==> src/rtl/fft_frame_loader_if.sv <==
// Frame loader port bundle: shifter/strobe inputs, framed output handshake, status.
// master = the environment around the loader, slave = the loader itself.
interface fft_frame_loader_if #(
    parameter int NUM_SAMPLES = 48,
    parameter int DATA_W      = 16,
    parameter int CNT_W       = 6,
    parameter int FRM_CNT_W   = 16
);
    logic                                   sample_strobe;
    logic                                   frame_sync;
    logic [NUM_SAMPLES-1:0][DATA_W-1:0]     par_in;
    logic [NUM_SAMPLES-1:0][DATA_W-1:0]     frame_data;
    logic                                   frame_valid;
    logic                                   frame_ready;
    logic                                   overflow;
    logic                                   overflow_clr;
    logic [CNT_W-1:0]                       fill_level;
    logic [FRM_CNT_W-1:0]                   frame_cnt;

    modport master (
        output sample_strobe, frame_sync, par_in, frame_ready, overflow_clr,
        input  frame_data, frame_valid, overflow, fill_level, frame_cnt
    );

    modport slave (
        input  sample_strobe, frame_sync, par_in, frame_ready, overflow_clr,
        output frame_data, frame_valid, overflow, fill_level, frame_cnt
    );
endinterface

==> src/rtl/fft_frame_loader.sv <==
// Snapshots the sample shifter every NUM_SAMPLES strobes and offers the frame to the FFT core.
// Latency: frame_valid rises 1 cycle after the edge that samples the last strobe of a frame.
// Backpressure: one-frame holding register; a frame completing while the held one is unaccepted is dropped and flags overflow.
module fft_frame_loader #(
    parameter int NUM_SAMPLES = 48,
    parameter int DATA_W      = 16,
    parameter int CNT_W       = 6,
    parameter int FRM_CNT_W   = 16
) (
    input  logic              clk,
    input  logic              n_rst,
    fft_frame_loader_if.slave bus
);

    typedef enum logic {EMPTY = 1'b0, FULL = 1'b1} state_t;

    state_t                             state, state_nxt;
    logic                               capture_pend;
    logic [CNT_W-1:0]                   fill_q;
    logic [NUM_SAMPLES-1:0][DATA_W-1:0] frame_q;
    logic                               overflow_q;
    logic [FRM_CNT_W-1:0]               cnt_q;
    logic                               load;
    logic                               drop;

    // capture_pend is a registered flag so the shifter has absorbed the last sample before we snapshot it.
    always_ff @(posedge clk or negedge n_rst) begin
        if (!n_rst) begin
            fill_q       <= '0;
            capture_pend <= 1'b0;
        end else if (bus.frame_sync) begin
            fill_q       <= '0;
            capture_pend <= 1'b0;
        end else if (bus.sample_strobe) begin
            if (fill_q == CNT_W'(NUM_SAMPLES - 1)) begin
                fill_q       <= '0;
                capture_pend <= 1'b1;
            end else begin
                fill_q       <= fill_q + CNT_W'(1);
                capture_pend <= 1'b0;
            end
        end else begin
            capture_pend <= 1'b0;
        end
    end

    always_comb begin
        state_nxt = state;
        load      = 1'b0;
        drop      = 1'b0;
        case (state)
            EMPTY: begin
                if (capture_pend) begin
                    load      = 1'b1;
                    state_nxt = FULL;
                end
            end
            FULL: begin
                // Accept and reload in the same cycle keeps the core fed without a bubble.
                if (capture_pend) begin
                    if (bus.frame_ready) load = 1'b1;
                    else                 drop = 1'b1;
                end else if (bus.frame_ready) begin
                    state_nxt = EMPTY;
                end
            end
            default: state_nxt = EMPTY;
        endcase
    end

    always_ff @(posedge clk or negedge n_rst) begin
        if (!n_rst) begin
            state      <= EMPTY;
            frame_q    <= '0;
            cnt_q      <= '0;
            overflow_q <= 1'b0;
        end else begin
            state <= state_nxt;
            if (load) begin
                frame_q <= bus.par_in;
                cnt_q   <= cnt_q + FRM_CNT_W'(1);
            end
            if (drop)                  overflow_q <= 1'b1;
            else if (bus.overflow_clr) overflow_q <= 1'b0;
        end
    end

    assign bus.frame_data  = frame_q;
    assign bus.frame_valid = (state == FULL);
    assign bus.overflow    = overflow_q;
    assign bus.fill_level  = fill_q;
    assign bus.frame_cnt   = cnt_q;

endmodule

==> src/flat_wrapper.sv <==
// flat-port wrapper written by rule: the top's interface ports become plain ports
module fft_frame_loader_flat 
#(
    parameter int NUM_SAMPLES = 48,
    parameter int DATA_W      = 16,
    parameter int CNT_W       = 6,
    parameter int FRM_CNT_W   = 16
)
  (clk, n_rst, bus_sample_strobe, bus_frame_sync, bus_par_in, bus_frame_ready, bus_overflow_clr, bus_frame_data, bus_frame_valid, bus_overflow, bus_fill_level, bus_frame_cnt);
  fft_frame_loader_if #(.NUM_SAMPLES(NUM_SAMPLES), .DATA_W(DATA_W), .CNT_W(CNT_W), .FRM_CNT_W(FRM_CNT_W)) bus_i ();
  input  logic clk;
  input  logic n_rst;
  input wire logic [$bits(bus_i.sample_strobe)-1:0] bus_sample_strobe;
  input wire logic [$bits(bus_i.frame_sync)-1:0] bus_frame_sync;
  input wire logic [$bits(bus_i.par_in)-1:0] bus_par_in;
  input wire logic [$bits(bus_i.frame_ready)-1:0] bus_frame_ready;
  input wire logic [$bits(bus_i.overflow_clr)-1:0] bus_overflow_clr;
  output wire logic [$bits(bus_i.frame_data)-1:0] bus_frame_data;
  output wire logic [$bits(bus_i.frame_valid)-1:0] bus_frame_valid;
  output wire logic [$bits(bus_i.overflow)-1:0] bus_overflow;
  output wire logic [$bits(bus_i.fill_level)-1:0] bus_fill_level;
  output wire logic [$bits(bus_i.frame_cnt)-1:0] bus_frame_cnt;
  assign bus_i.sample_strobe = bus_sample_strobe;
  assign bus_i.frame_sync = bus_frame_sync;
  assign bus_i.par_in = bus_par_in;
  assign bus_i.frame_ready = bus_frame_ready;
  assign bus_i.overflow_clr = bus_overflow_clr;
  assign bus_frame_data = bus_i.frame_data;
  assign bus_frame_valid = bus_i.frame_valid;
  assign bus_overflow = bus_i.overflow;
  assign bus_fill_level = bus_i.fill_level;
  assign bus_frame_cnt = bus_i.frame_cnt;
  fft_frame_loader #(.NUM_SAMPLES(NUM_SAMPLES), .DATA_W(DATA_W), .CNT_W(CNT_W), .FRM_CNT_W(FRM_CNT_W)) u_core (.clk(clk), .n_rst(n_rst), .bus(bus_i));
endmodule
==> config.mk <==
export PLATFORM = sky130hd
export DESIGN_NAME = fft_frame_loader_flat
export DESIGN_NICKNAME = d
export VERILOG_FILES = /design/src/rtl/fft_frame_loader_if.sv /design/src/rtl/fft_frame_loader.sv /design/src/flat_wrapper.sv
export SDC_FILE = /design/constraint.sdc
export NUM_CORES = 2
export LEC_CHECK = 0
export ABC_AREA = 1
export BUFFER_PORTS_ARGS = -buffer_cell sky130_fd_sc_hd__buf_4
export CAP_MARGIN = 25
export CORE_AREA = 2 2 604 606
export DETAILED_ROUTE_END_ITERATION = 8
export DIE_AREA = 0 0 606 608
export PLACE_DENSITY = 0.3
export SKIP_CTS_REPAIR_TIMING = 1
export SYNTH_ARGS = -nofsm -noshare
export SYNTH_HDL_FRONTEND = slang
export SYNTH_SLANG_ARGS = --single-unit
==> constraint.sdc <==
create_clock -name clk -period 3.5 [get_ports clk]
set_input_delay 0.175 -clock clk [delete_from_list [all_inputs] [get_ports clk]]
set_output_delay 0.175 -clock clk [all_outputs]
set_load 0.02 [all_outputs]
# [Word-level counts from Yosys, hierarchy flattened]
# Cells that the tools add are included.
[word_totals] ff_bits=793 latch_bits=0 ram_bits=0 mem_bits_ro=0 out_inout_bits=792 memories=0
[op_classes] addsub=2 n_mul=0 div=0 magnitude_cmp=0 n_eq_ne=1 n_shift=0 muxes=17 bitwise_logic=1 n_reduce_logical=2
[ops] operator="2-to-1 mux 6 bit" n=3
[ops] operator="adder 16 x 1 -> 16 bit, second input constant" n=1
[ops] operator="2-to-1 mux 1 bit" n=12
[ops] operator="adder 6 x 1 -> 6 bit, second input constant" n=1
[ops] operator="== test 6 bit, second input constant" n=1
[ops] operator="one-hot mux 1 bit (2 select lines)" n=2
[ops] operator="nonzero test 2 bit" n=2
[ops] operator="NOT 1 bit" n=1

# [Logic depth before layout (Yosys ltp)]
[logic_depth] ltp_word=4 depth_mapped=8 depth_no_buf=8

# [Worst setup path after synthesis]
# OpenSTA, ideal clock, no wires.
[synth_timing] path_type="register -> register" from="reg u_core.cnt_q[1], in the netlist u_core.bus.frame_cnt[1]" to="reg u_core.cnt_q[14], in the netlist u_core.bus.frame_cnt[14]" arrival_time_ns=1.268 slack_ns=2.115 path_stages_with_launch=7 period_less_slack_ns=1.385 path_cell_list="dfrtp_1 ha_1 nand4_1 nor2_1 nand3_1 nand2_1 nand2_1"
[synth_between] elab_chain_cells=1
[synth_lines] item="start, declared" line_no="fft_frame_loader.sv:22" text="logic [FRM_CNT_W-1:0] cnt_q;"
[synth_lines] item="start signal, assigned" line_no="fft_frame_loader.sv:81" text="cnt_q <= cnt_q + FRM_CNT_W'(1);"
[synth_lines] item="adder 16 x 1 -> 16 bit" line_no="fft_frame_loader.sv:81"
# No other way between the ends.
# A chain may end at the register's enable or synchronous reset.

# [Final worst setup path]
[layout_timing] from="reg u_core.state, in the netlist u_core.bus.frame_valid" to="reg u_core.frame_q (netlist bit u_core.bus.frame_data[737])"
[layout_between] elab_chain_cells=2
[layout_lines] item="start, declared" line_no="fft_frame_loader.sv:17" text="state_t state, state_nxt;"
[layout_lines] item="start signal, assigned" line_no="fft_frame_loader.sv:78" text="state <= state_nxt;"
[layout_lines] item="NOT 1 bit" line_no="fft_frame_loader.sv:51" text="case (state)"
[layout_lines] item="one-hot mux 1 bit (2 select lines) *" line_no="fft_frame_loader.sv:51"
[layout_lines] item="end signal, assigned" line_no="fft_frame_loader.sv:80" text="frame_q <= bus.par_in;"
[layout_lines] item="end, declared" line_no="fft_frame_loader.sv:20" text="logic [NUM_SAMPLES-1:0][DATA_W-1:0] frame_q;"
# Every way passes the cells marked *; elsewhere a longest branch is shown, timed or not.

==> summary.md <==
| Metric | Value |
|---|---|
| GRT Util Overall | 13.9% |
| Post-synthesis average cell area | 8.84 um2 |
| Worst setup EP type | flop |
| Htree depth | 3 |
| Period utilization | 65.3% |
| DR WL/cell | 25.0 um |
| Final core occ | 16.5% |
| Setup TNS Final | 0 ns |
| First-pass GRT wire length | 339000 um |
| Cell Pwr Density | 430 nW/um2 |
| Post-synth ARST share | 100% |
| Via count | 33059 |
| Nets | 6519 |
| Area grow syn2layout | 98.6% |
| Worst path bufs/invs | 3 |
| Worst path max stage delay | 0.48 ns |
| Top post-synthesis cells by area | dfrtp_1, nand2_1, buf_2 |
| Clock-pin slew on the worst setup and hold paths | 0.06 ns |
| Die X | 606 um |
| RSZ-0062 raised after global routing | false |
| Worst VDD drop | 415 uV |
| IO buf count | 1565 |
| Post-synthesis cell area | 30000 um2 |
| Root buffer cell | clkbuf_16 |
| DRT Pass-1 Iters | 5 |
| Crit path time final | 2.29 ns |
| Placeable Area | 362000 um2 |
| Die ar. | 368000 um2 |
| Hold WC Path Type | primary input to flop |
| Share of the synthesized area in the top cell type | 66.1% |
| Number of distinct library cells after synthesis | 21 |
| Longest Clk Path Bufs | 4 |
| DRC violations left | 0 |
| Yosys top cell by area | dfrtp_1 |
| Status | completed |
| Register area share after synthesis | 66.1% |
| Seq cells post-synth | 793 |
| # rows | 221 |
| Max_cap viols | 0 |
| Die H | 608 um |
| Final hold viol count | 0 |
| Post-synth top cells | nand2_1, dfrtp_1, buf_2 |
| CP max FO | 69 |
| Static Leak | 31.1 nW |
| Post-synth EDFFs | 0 |
| Vias in the first global route | 30680 |
| Mapped Nets | 4170 |
| Initial Util | 8.29% |
| Worst Path Required | 4.27 ns |
| Worst-Margin Slew | 1.10 ns |
| Post-DP HPWL | 223000 um |
| Avg Vias per Cell | 3.09 |
| Clk_skew | 0.0573 ns |
| Crit path DAT | 3.06 ns |
| Drt total wl | 268000 um |
| Initial antenna violation count | 187 |
| Final setup violation count | 0 |
| Grt total ovfl | 0 |
| Max-slew violations | 0 |
| Max Clk Rate | 0.437 GHz |
| Layout cell share with drive strength beyond 1 | 31.0% |
| ANT nets after route | 0 |
| YS warnings | 0 |
| Most frequent cell after synthesis | nand2_1 |
| Filler instances | 41082 |
| TritonCTS clock tree | built |
| WS Path Type | flop to flop |
| Worst path cell trace | nand2_2 -> nand2_8 -> inv_8 -> buf_12 -> buf_4 -> nand2_1 -> nand2_1 |
| CTS buffer count | 118 |
| Routability Congestion | 0.925 |
| Clk sinks | 793 |
| Worst-Skew Late Latency | 0.85 ns |
| Number of DRC markers in iteration 0 | 1868 |
| Main synth FF type | dfrtp_1 |
| Top delay family on crit path | buffers and inverters |
| Pin count of the biggest net entering global routing | 168 |
| Relative slew slack | 26.4% |
| Io pins | 1566 |
| Synth Instances | 3394 |
| Crit-path most repeated cell | nand2_1 |
| CP Launch Type | flop |
| Slowest CP cell | inv_8 |
## worst register-to-register path, stage by stage (launching register included)
cell and delay (ns):
dfrtp_1 0.40, nand2_2 0.16, nand2_8 0.27, inv_8 0.50
buf_12 0.40, buf_4 0.34, nand2_1 0.10, nand2_1 0.06
## worst paths after layout
| path | startpoint | endpoint | slack, ns | cells after the start |
|---|---|---|---|---|
| worst max-delay path | u_core.bus.frame_valid$_DFF_PN0_ | u_core.bus.frame_data[737]$_DFFE_PN0P_ | 1.21 | 7 |
| worst min-delay path | bus_par_in[279] | u_core.bus.frame_data[279]$_DFFE_PN0P_ | 0.07 | 4 |
| worst max register to register | u_core.bus.frame_valid$_DFF_PN0_ | u_core.bus.frame_data[737]$_DFFE_PN0P_ | 1.21 | 7 |
| worst min register to register | u_core.bus.frame_data[169]$_DFFE_PN0P_ | u_core.bus.frame_data[169]$_DFFE_PN0P_ | 0.48 | 2 |
| max in group asynchronous | n_rst | u_core.bus.frame_data[293]$_DFFE_PN0P_ | 1.71 | 4 |
| min in group asynchronous | n_rst | u_core.bus.frame_data[581]$_DFFE_PN0P_ | 0.53 | 3 |
## placed cells by master, fill, tap and decap left out
cell type / n
a211oi_1: 1
a21oi_1: 1
buf_12: 20
buf_4: 1600
buf_8: 1
bufinv_16: 13
clkbuf_1: 27
clkbuf_16: 119
clkbuf_8: 31
clkinv_16: 2
clkinv_2: 11
clkinv_4: 3
clkinvlp_4: 3
dfrtp_1: 793
diode_2: 67
dlygate4sd3_1: 778
ha_1: 2
inv_1: 22
inv_6: 3
inv_8: 1
nand2_1: 2350
nand2_2: 1
nand2_8: 1
nand3_1: 10
nand4_1: 7
nor2_1: 14
nor2_4: 1
nor3_1: 5
o21ai_0: 2
o21bai_1: 1
o22ai_1: 1
xnor2_1: 5
xor2_1: 6
## per-stage QoR
stage	cells	power (W)	hold WS [ns]	instance area (um2)	worst slack, ns
after CTS	9851	0.0254	-0.646	51600	1.02
after floorplan	3394	0.0102	-0.121	30000	2.11
after detailed placement	9639	0.0120	0.313	47600	1.06
after global placement	9639	0.0120	0.322	47600	1.13
after global routing	10670	0.0267	-0.00255	59500	0.986
final	10696	0.0256	0.0707	59600	1.21
## routing by layer
metal  track usage [%]  vias up  wire length [um]
met5                 0        -               405
met4              3.05       62              7090
met3              5.57      405             19200
met2              23.4     1337            127000
met1              16.6    16227            114000
li1                  -    15028                 -
## report_power, final
group / internal (W) / leakage [nW] / switching (W)
Sequential: 0.00940 / 10.9 / 0.000171
Clock: 0.00783 / 2.00 / 0.00507
Combinational: 0.00153 / 18.2 / 0.00159
## state kept, by name, summed over array words and instances (netlist names)
signal and count:
u_core.capture_pend 1, u_core.bus.overflow 1, u_core.bus.frame_data 768, u_core.bus.frame_cnt 16
u_core.bus.fill_level 6, u_core.bus.frame_valid 1
## layout make-up
| cell class | instances | area [um2] | share of cell area, % |
|---|---|---|---|
| repair buffers | 2399 | 20200 | 33.9 |
| flip-flops and latches | 793 | 19800 | 33.3 |
| multi-input cells | 2408 | 9190 | 15.4 |
| well taps | 4794 | 6000 | 10.1 |
| clock buffers | 177 | 3510 | 5.88 |
| clock inverters | 35 | 581 | 0.974 |
| diodes | 67 | 168 | 0.281 |
| inverters | 23 | 93.8 | 0.157 |
## cell families after synthesis
logic type | Yosys count | share of synthesized area, %
flops | 793 | 66.1
simple gates | 2389 | 30.1
buf+inv | 193 | 3.28
compound gates | 6 | 0.121
xor+xnor | 11 | 0.321
fa+ha+maj | 2 | 0.0834
(Power assumes the default switching activity.)
